==> src/rtl/baud_tick_gen.sv <==
// Programmable baud tick generator: integer divisor, oversample stage and phase restart.
// Define BAUD_FRAC_EN to build the fractional accumulator for non-integer periods.
module baud_tick_gen #(
    parameter int DIV_W       = 16,
    parameter int FRAC_W      = 4,
    parameter int OVS         = 16,
    parameter int OVS_W       = 4,
    parameter int DEFAULT_DIV = 27
) (
    input  logic              clk,
    input  logic              rst_n,
    input  logic              en,
    input  logic              load,
    input  logic [DIV_W-1:0]  div_int,
    input  logic [FRAC_W-1:0] div_frac,
    input  logic              sync,
    output logic              tick_ovs,
    output logic              tick_bit,
    output logic [OVS_W-1:0]  ovs_cnt
);

    localparam logic [DIV_W-1:0] DIV_MIN  = DIV_W'(2);
    localparam logic [DIV_W-1:0] DIV_RST  = DIV_W'(DEFAULT_DIV);
    localparam logic [OVS_W-1:0] OVS_LAST = OVS_W'(OVS - 1);

    logic [DIV_W-1:0] div_r;
    logic [DIV_W-1:0] cnt;
    logic [DIV_W:0]   last;
    logic             restart;

    assign restart = load | sync;

`ifdef BAUD_FRAC_EN
    logic [FRAC_W-1:0] frac_r;
    logic [FRAC_W-1:0] acc;
    logic              extra;

    // P-1 is formed one bit wider so a maximal divisor plus the extra cycle cannot wrap.
    assign last = {1'b0, div_r} + {{DIV_W{1'b0}}, extra} - (DIV_W + 1)'(1);

    always_ff @(posedge clk or negedge rst_n) begin
        if (!rst_n) begin
            frac_r <= '0;
            acc    <= '0;
            extra  <= 1'b0;
        end else begin
            if (load)
                frac_r <= div_frac;
            if (restart) begin
                acc   <= '0;
                extra <= 1'b0;
            end else if (tick_ovs) begin
                {extra, acc} <= {1'b0, acc} + {1'b0, frac_r};
            end
        end
    end
`else
    logic unused_frac;

    assign unused_frac = ^div_frac;
    assign last        = {1'b0, div_r} - (DIV_W + 1)'(1);
`endif

    // NOTE: the tick decode is a continuous assign, so it cannot infer a latch and is
    // visible in the same cycle as the counter state that produces it.
    assign tick_ovs = en && !restart && ({1'b0, cnt} == last);
    assign tick_bit = tick_ovs && (ovs_cnt == OVS_LAST);

    // NOTE: all state uses non-blocking assignments so every register samples pre-edge values.
    always_ff @(posedge clk or negedge rst_n) begin
        if (!rst_n)
            div_r <= DIV_RST;
        else if (load)
            div_r <= (div_int < DIV_MIN) ? DIV_MIN : div_int;
    end

    always_ff @(posedge clk or negedge rst_n) begin
        if (!rst_n) begin
            cnt     <= '0;
            ovs_cnt <= '0;
        end else if (restart) begin
            cnt     <= '0;
            ovs_cnt <= '0;
        end else if (tick_ovs) begin
            cnt     <= '0;
            ovs_cnt <= (ovs_cnt == OVS_LAST) ? '0 : ovs_cnt + OVS_W'(1);
        end else if (en) begin
            cnt     <= cnt + DIV_W'(1);
        end
    end

endmodule
==> config.mk <==
export PLATFORM = sky130hd
export DESIGN_NAME = baud_tick_gen
export DESIGN_NICKNAME = d
export VERILOG_FILES = /design/src/rtl/baud_tick_gen.sv
export SDC_FILE = /design/constraint.sdc
export NUM_CORES = 1
export LEC_CHECK = 0
export ABC_AREA = 1
export BUFFER_PORTS_ARGS = -buffer_cell sky130_fd_sc_hd__buf_2
export CELL_PAD_IN_SITES_DETAIL_PLACEMENT = 1
export CELL_PAD_IN_SITES_GLOBAL_PLACEMENT = 2
export CORE_MARGIN = 2
export CORE_UTILIZATION = 30
export DETAILED_ROUTE_END_ITERATION = 6
export GPL_TIMING_DRIVEN = 0
export PLACE_DENSITY_LB_ADDON = 0.1
export RECOVER_POWER = 25
export SLEW_MARGIN = 30
export SYNTH_ARGS = -nofsm -noshare
export SYNTH_HDL_FRONTEND = slang
export SYNTH_SLANG_ARGS = --single-unit
export TNS_END_PERCENT = 100
==> constraint.sdc <==
create_clock -name clk -period 2.95 [get_ports clk]
set_clock_uncertainty 0.05 [all_clocks]
set_input_delay 0.59 -clock clk [delete_from_list [all_inputs] [get_ports clk]]
set_output_delay 0.59 -clock clk [all_outputs]
set_load 0.01 [all_outputs]
==> flow_summary.ini <==
[run_status]
status = finished, violations left
violations = capacitance limit, slew limit

[drt]
wl_per_cell_microns = 14.9
dr_wl_met3_microns = 109
wirelength_microns = 6920
dr_wl_met2_microns = 3230
vias_per_cell = 4.68
met1_length_microns = 3510
vias = 2172
ant_nets = 0
highest_layer = met4
drt_iter0_markers = 50
drcViolationCount = 0
dr.pass1.iters = 4

[sta]
whs_ns = 0.452
final-max-slew-violation-count = 37
period_share = 0.968
tightest_slew_ns = 2.03
hold_viol_final = 0
fmax_ghz = 0.350
grt_setup_unrepaired = true
period_needed_ns = 2.85
finalSetupViolations = 0
slew-limit-headroom = -0.356

[floorplan]
coreArea_sq_um = 7810
fp.dieW_microns = 94.2
start_util = 0.313
num_rows = 32
ioPinCount = 31
dieArea_sq_um = 8870
die_height_microns = 94.2

[yosys]
synth_flop_cell = dfrtp_1
ys_ff_latch = 36
yosys.area.top_type = dfrtp_1
ys_seq_area_frac = 0.371
synth_top_family_by_area = simple AND/OR/NAND/NOR gates
synth-edff-count = 0
syn_nets = 351
async_reset_ff_frac = 1.00
avgSynthCellArea_sq_um = 7.55
synth_cells = 323
muxShareOfSynthArea = 0
synth_most_common_cell = nand2_1
synth_adder_area_share = 0.0154
synth_xor_area_frac = 0.0954
yosysUniqueCellTypes = 36
synth_top_area_frac = 0.328
synth_compound_area_frac = 0.0410
syn_area_sq_um = 2440
synthTopCellsByCount = nand2_1 (96), dfrtp_1 (32), nor2_1 (32)
yosys_warnings = 0
synth-simple-area-share = 0.413
netlist_top_cells_area = dfrtp_1 (33%), nand2_1 (15%), xor2_1 (6.8%), nand3_1 (5.5%), nor2_1 (4.9%)

[critical_path]
path_max_fanout = 3
r2r-start = div_r[0]
cp.required_ns = 2.31
reg2reg_to = cnt[12]
startpoint = div_r[0]
slowest_stage = dfstp_2
critPathMaxStageDelay_ns = 0.56
endpoint = tick_bit
reg2regPathDepth = 13
crit_type = reg2out
worst_setup_path_start_kind = flop
path_cells = inv_4 > ha_4 > nand2_2 > inv_2 > nor2_1 > nand3_1 > nor2_1 > nand3_1 > nor2_2 > nand3_4 > nor3_4 > buf_2
critPathArrivalTime_ns = 2.21
reg2reg_slack_ns = 0.65
crit_path_end_kind = primary output

[final_layout]
multi_input_area_sq_um = 1440
postLayoutCoreUtil = 0.370
fin_area_sq_um = 2890
regArea_sq_um = 906
drive_above_1_share = 0.238
area_growth_pct = 18.3
final_nets = 389
antenna_cells = 0
fill_cells = 1018

[global_routing]
antenna_found_initial = 0
grt_pass1_wl_microns = 11900
overflow = 0
grt_pass1_vias = 2334
grtUsageTotal = 0.176
grt_max_degree = 37

[power]
total_power_uw = 1170
vdd_drop_max_v = 0.000186
power_density_nw_per_um2 = 405
power.leakage_uw = 0.00137

[cts]
clkTransAtPathRegs_ns = 0.07
htree_num_levels = 2
cts_sinks = 36
cts_tree = yes
clk_latency_ns = 0.29
clock_tree.root_cell = clkbuf_8
cts_made_buffers = 5
cts_max_path_buffers = 2

[job]
max_cap_viol_count = 1

[place]
hpwl_microns = 5430
io_buffers = 25
place_area_sq_um = 2690
gp_congestion = 0.776

[min_path]
holdCritPathClass = reg2reg
## metal layers
layer / global-route usage / up-vias
met2: 0.280 / 12
met3: 0.0273 / 4
met1: 0.247 / 1043
li1: - / 1113
met4: 0.0507 / 0
met5: 0 / -
## worst max-delay path: cells and delay by family, from the launching register on
kind | cells | cell delay [ns]
adders and majority gates | 1 | 0.23
DFF | 1 | 0.56
buffers and inverters | 3 | 0.22
and+or+nand+nor | 8 | 0.91
## final cells by class
class / instances / share of cell area
Buffer: 4 / 0.00650
Clock buffer: 8 / 0.0312
Inverter: 32 / 0.0433
Multi-Input combinational cell: 250 / 0.498
Sequential cell: 36 / 0.314
Tap cell: 102 / 0.0442
Timing Repair Buffer: 32 / 0.0633
## placed cells by master, fill, tap and decap left out, drive strengths merged
cell and count:
nand4 5, nor2 44, nand3b 3, nor3b 1, inv 32, nand3 29
a22oi 1, ha 3, xnor2 5, dfrtp 32, buf 32, or2 1
xor2 19, o21ai 15, and2 2, o21bai 1, a21oi 2, nor3 16
clkbuf 12, xnor3 1, nand2 99, dfstp 4, nor4 3
## logic make-up (layout without fill, tap and decap cells)
family / after synthesis / in the layout
AOI/OAI and AO/OA: 19 / 19
xor gates and xnor gates: 25 / 25
adders and majority gates: 3 / 3
buffers and inverters: 37 / 76
DFF: 36 / 36
and+or+nand+nor: 203 / 203
## registers in the layout (all words and copies together), names as in the netlist
| register | cells |
|---|---|
| ovs_cnt | 4 |
| cnt | 16 |
| div_r | 16 |
## timing repair
action	4_1_cts	5_1_grt
pin swaps	8	9
hold buffers	0	0
resized for setup	9	9
buffers inserted	6	1
endpoints found under the setup margin	2	2
cloned	0	0
## power breakdown
part           internal [uW]  switching (uW)  leakage, uW
registers                525            37.5     0.000465
logic                   85.8             144     0.000860
clock network            191             185    0.0000455
## per-stage QoR
| stage | setup WS (ns) | instances | TNS (ns) |
|---|---|---|---|
| after floorplan | 0.439 | 323 | 0 |
| after global placement | -0.00988 | 450 | -0.00988 |
| after detailed placement | -0.0236 | 450 | -0.0236 |
| after CTS | -0.0140 | 464 | -0.0140 |
| after global routing | -0.0454 | 464 | -0.0454 |
| final | 0.0953 | 464 | 0 |
## worst min path at each step
stage / depth (start not counted) / slack (ns) / end / start
global placement: 2 / 0.44 / div_r[4] / div_r[4]
global route: 3 / 0.47 / div_r[4] / div_int[4]
detailed placement: 2 / 0.45 / div_r[4] / div_r[4]
CTS: 1 / 0.38 / div_r[2] / rst_n
floorplan: 0 / 0.24 / cnt[0] / rst_n
finish: 2 / 0.45 / div_r[4] / div_r[4]
(Power assumes the default switching activity.)
